--- src/rtl/instruction_sequencer.sv ---
// Fetch/issue stage: loadable program memory of datapath words, issued one per
// cycle after start, with hold bubbles, optional stop on the datapath zero flag
// and a count of zero-flag hits over the run.
module instruction_sequencer #(
   parameter int unsigned INSTR_W = 17,
   parameter int unsigned DEPTH   = 16,
   parameter int unsigned AW      = 4
) (
   input  logic               clk,
   input  logic               rst_n,
   input  logic               load_en,
   input  logic [AW-1:0]      load_addr,
   input  logic [INSTR_W-1:0] load_data,
   input  logic               start,
   input  logic [AW:0]        prog_len,
   input  logic               stop_on_zero,
   input  logic               hold,
   input  logic               z_flag,
   output logic [INSTR_W-1:0] instruction,
   output logic               instr_valid,
   output logic               busy,
   output logic               done,
   output logic [AW:0]        zero_count
);

   localparam logic [AW:0] DepthLen = DEPTH[AW:0];

   typedef enum logic [1:0] {StIdle, StRun, StDone} state_e;

   state_e             state_q, state_d;
   logic [AW:0]        pc_q, pc_d;
   logic [AW:0]        len_q, len_d;
   logic [AW:0]        zero_count_q, zero_count_d;
   logic [INSTR_W-1:0] instr_q, instr_d;
   logic               valid_q, valid_d;

   logic [INSTR_W-1:0] mem [DEPTH];

   // Program memory write; blocked while a run is in flight. Not reset.
   always_ff @(posedge clk) begin
      if (load_en && (state_q != StRun)) begin
         mem[load_addr] <= load_data;
      end
   end

   // Next-state, issue and zero-count logic. Every edge defaults to a bubble.
   always_comb begin
      state_d      = state_q;
      pc_d         = pc_q;
      len_d        = len_q;
      instr_d      = '0;
      valid_d      = 1'b0;
      zero_count_d = zero_count_q + {{AW{1'b0}}, (valid_q & z_flag)};
      unique case (state_q)
         StIdle, StDone: begin
            if (start) begin
               len_d        = (prog_len > DepthLen) ? DepthLen : prog_len;
               pc_d         = '0;
               zero_count_d = '0;
               if (len_d == '0) begin
                  state_d = StDone;
               end else begin
                  state_d = StRun;
                  if (!hold) begin
                     // Old mem[0] is read even if it is being loaded this edge.
                     instr_d = mem[{AW{1'b0}}];
                     valid_d = 1'b1;
                     pc_d    = {{AW{1'b0}}, 1'b1};
                  end
               end
            end
         end
         StRun: begin
            if (valid_q && z_flag && stop_on_zero) begin
               state_d = StDone;
            end else if (pc_q == len_q) begin
               state_d = StDone;
            end else if (!hold) begin
               instr_d = mem[pc_q[AW-1:0]];
               valid_d = 1'b1;
               pc_d    = pc_q + 1'b1;
            end
         end
         default: begin
            state_d = StIdle;
         end
      endcase
   end

   // State and registered outputs; reset clears them asynchronously.
   always_ff @(posedge clk or negedge rst_n) begin
      if (!rst_n) begin
         state_q      <= StIdle;
         pc_q         <= '0;
         len_q        <= '0;
         zero_count_q <= '0;
         instr_q      <= '0;
         valid_q      <= 1'b0;
      end else begin
         state_q      <= state_d;
         pc_q         <= pc_d;
         len_q        <= len_d;
         zero_count_q <= zero_count_d;
         instr_q      <= instr_d;
         valid_q      <= valid_d;
      end
   end

   assign instruction = instr_q;
   assign instr_valid = valid_q;
   assign busy        = (state_q == StRun);
   assign done        = (state_q == StDone);
   assign zero_count  = zero_count_q;

endmodule

--- config.mk ---
export PLATFORM = sky130hd
export DESIGN_NAME = instruction_sequencer
export DESIGN_NICKNAME = d
export VERILOG_FILES = /design/src/rtl/instruction_sequencer.sv
export SDC_FILE = /design/constraint.sdc
export NUM_CORES = 1
export LEC_CHECK = 0
export BUFFER_PORTS_ARGS = -buffer_cell sky130_fd_sc_hd__clkbuf_2
export CAP_MARGIN = 20
export CORE_AREA = 2 2 108 215
export DETAILED_ROUTE_END_ITERATION = 10
export DIE_AREA = 0 0 110 217
export PLACE_DENSITY = 0.82
export SYNTH_ARGS = -nofsm -noshare
export SYNTH_HDL_FRONTEND = slang
export SYNTH_SLANG_ARGS = --single-unit
--- constraint.sdc ---
create_clock -name clk -period 3.4 [get_ports clk]
set_input_delay 0 -clock clk [delete_from_list [all_inputs] [get_ports clk]]
set_output_delay 0 -clock clk [all_outputs]
set_load 0.02 [all_outputs]
==> impl_metrics.py <==
metrics = {
    "power_and_ir_drop": {
        "leakagePower_nw": 4.82,
        "p_total_mw": 9.79,
        "peakVddDrop_uv": 563,
        "p_per_area_nw_per_um2": 701,
    },
    "grt": {
        "grt.overflow.total": 0,
        "grt_max_degree": 38,
        "grt_pass1_wl_um": 40900,
        "grt_pass1_vias": 6822,
        "antenna_found_initial": 0,
        "track_usage_pct": 23.4,
    },
    "clock_network": {
        "cts_buffers": 26,
        "cts_tree": "built",
        "htree_levels": 1,
        "clock-sinks": 307,
        "clkTransAtPathRegs_ns": 0.07,
        "clock_path_buffers": 3,
        "insertion_delay_ns": 0.53,
        "post_cts.repair.setup_buffers": 0,
        "ctsResizeCount": 0,
        "clockRootBuffer": "clkbuf_16",
    },
    "synth": {
        "synth_top_family_by_area": "multiplexers",
        "synthAdderAreaFrac_pct": 0.312,
        "synthTopCellsByCount": "edfxtp_1 (272), mux4_2 (51), dfrtp_1 (35), mux2i_1 (35), nand2_1 (34)",
        "synth-compound-area-share_pct": 3.78,
        "synth_area_leaders": "edfxtp_1 (68%), mux4_2 (9.6%), dfrtp_1 (7.3%)",
        "syn-cell-area_um2": 12000,
        "yosys.cell_types.count": 41,
        "synth.area.mux_share_pct": 14.1,
        "synth_top_area_share_pct": 68.0,
        "synthXorXnorAreaFrac_pct": 0.583,
        "synth_edf_count": 272,
        "syn_area_per_cell_um2": 19.2,
        "yosysWarnings": 0,
        "synth_seq_cells": 307,
        "yosysMostFrequentCell": "edfxtp_1",
        "async_flop_share_pct": 11.4,
        "syn_nets": 661,
        "synth_cells": 625,
        "synth_flop_cell": "edfxtp_1",
        "synth_simple_gate_area_share_pct": 4.38,
        "ys_seq_area_share_pct": 75.3,
        "yosysTopAreaCell": "edfxtp_1",
    },
    "detailed_routing": {
        "dr.pass1.iters": 5,
        "route.detailed.drc": 0,
        "vias": 6504,
        "avgRoutedWirePerCell_um": 25.8,
        "via_per_inst": 6.24,
        "ant_nets": 0,
        "routed_wl_um": 26900,
        "drt-initial-drc-count": 657,
    },
    "final_layout": {
        "drive_above_1_share_pct": 28.7,
        "antenna_cells": 0,
        "syn_to_final_growth_pct": 16.3,
        "fin_util_pct": 62.5,
        "stdcell_count": 1043,
        "register_area_um2": 9050,
        "multi_input_area_um2": 2820,
        "num-nets-final": 779,
        "n_fill_cell": 1469,
        "final_cell_area_um2": 14000,
    },
    "sta": {
        "finClkSkew_ns": 0.0191,
        "maxSlewViolCount": 0,
        "tns_ns": 0,
        "fmax_mhz": 393,
        "hold_violations": 0,
        "fin_ws_ns": 0.858,
        "rsz0062_at_grt": "false",
        "maxSlewHeadroom_pct": 28.8,
        "tightest_slew_ns": 1.07,
        "hold_slack_ns": 0.0470,
        "period_share_pct": 74.8,
        "fin_crit_ns": 2.54,
        "finalSetupViolCount": 0,
    },
    "die": {
        "boundaryPins": 58,
        "rows": 78,
        "core_area_um2": 22300,
        "die_area_um2": 23900,
        "start_util_pct": 53.8,
        "die_w_um": 110,
        "die_h_um": 217,
    },
    "worst_setup_path": {
        "worstSetupStartpoint": "state_q[1]",
        "cp_slowest_cell": "nor3_2",
        "startpoint_type": "flop",
        "required_ns": 3.61,
        "arrival_ns": 2.75,
        "cp_cell_sequence": "nand2b_1 > nand4_1 > nor3_2 > buf_4",
        "max_stage_delay_ns": 0.81,
        "path_buf_inv": 1,
        "critPathCaptureType": "flop",
        "path_delay_family": "simple AND/OR/NAND/NOR gates",
        "crit_type": "flop to flop",
        "r2r-start": "state_q[1]",
        "cp_max_fo": 9,
    },
    "placement": {
        "portBuffers": 57,
        "place_area_um2": 12800,
        "dp_slack_ns": 0.871,
        "place_inst": 964,
        "hpwlAfterDp_um": 15800,
        "gp_congestion": 0.797,
    },
    "outcome": {
        "outcome": "complete, no violations",
    },
    "min_path": {
        "hold_path.class": "primary input to flop",
        "hp-start": "load_addr[2]",
    },
    "run": {
        "cap_violations": 0,
    },
}
power breakdown:
| part | internal, mW | leakage (nW) | switching (mW) | total [mW] |
|---|---|---|---|---|
| clock | 1.79 | 0.437 | 1.28 | 3.06 |
| sequential | 4.30 | 2.92 | 0.225 | 4.53 |
| combinational | 1.07 | 1.46 | 1.14 | 2.21 |
| total | 7.16 | 4.82 | 2.64 | 9.79 |
registers in the layout (all words and copies together), names as in the netlist:
signal	count
len_q	5
zero_count	5
mem	272
state_q	2
instruction	17
instr_valid	1
pc_q	5
cell type report:
| cell class | count | share of cell area, % |
|---|---|---|
| well taps | 280 | 2.51 |
| clock buffers | 33 | 5.07 |
| multi-input cells | 285 | 20.2 |
| repair buffers | 121 | 6.11 |
| clock inverters | 15 | 1.31 |
| inverters | 2 | 0.0537 |
| flip-flops and latches | 307 | 64.8 |
final timing paths:
path	slack, ns	to	cells past startpoint
min reg2reg	0.49	instruction[12]	2
min	0.05	mem[3][4]	2
max reg2reg	0.86	mem[3][12]	4
max in group asynchronous	2.56	pc_q[0]	4
min in group asynchronous	0.37	len_q[2]	3
max	0.86	mem[3][12]	4
kinds of logic (layout without fill, tap and decap cells):
family,count (synthesis),after routing
AND/OR/NAND/NOR,106,106
flip-flops,307,307
multiplexers,103,103
XOR/XNOR,8,8
buffers and inverters,33,171
AO/OA/AOI/OAI,65,65
adder cells (fa/ha/maj),3,3
timing repair:
action,CTS,global route
hold buffers,29,1
endpoints found under the hold margin,319,5
setup endpoints to repair,0,0
layer usage:
| metal | GRT usage, % | routed length, um | up-vias |
|---|---|---|---|
| met4 | 7.64 | 751 | 0 |
| met2 | 39.7 | 14100 | 380 |
| met3 | 4.22 | 2270 | 54 |
| met5 | 0 | 0 | - |
| met1 | 30.5 | 9720 | 3333 |
| li1 | - | - | 2737 |
layout by cell type, fill, tap and decap left out, types with 3 or more instances in the layout:
master,count
a221oi_1,17
a22oi_1,17
and2_1,3
buf_4,33
bufinv_16,4
clkbuf_1,5
clkbuf_16,27
clkbuf_2,57
clkinv_2,6
dfrtp_1,33
dlygate4sd3_1,30
edfxtp_1,272
ha_1,3
mux2_2,17
mux2i_1,35
mux4_2,51
nand2_1,34
nand2b_1,22
nand3_1,4
nand3b_1,5
nor2_1,11
nor2_2,11
nor2b_1,3
nor3_2,5
o21ai_0,3
o21ai_1,18
xor2_1,7
Note: power is estimated with default switching activity, not from simulation.
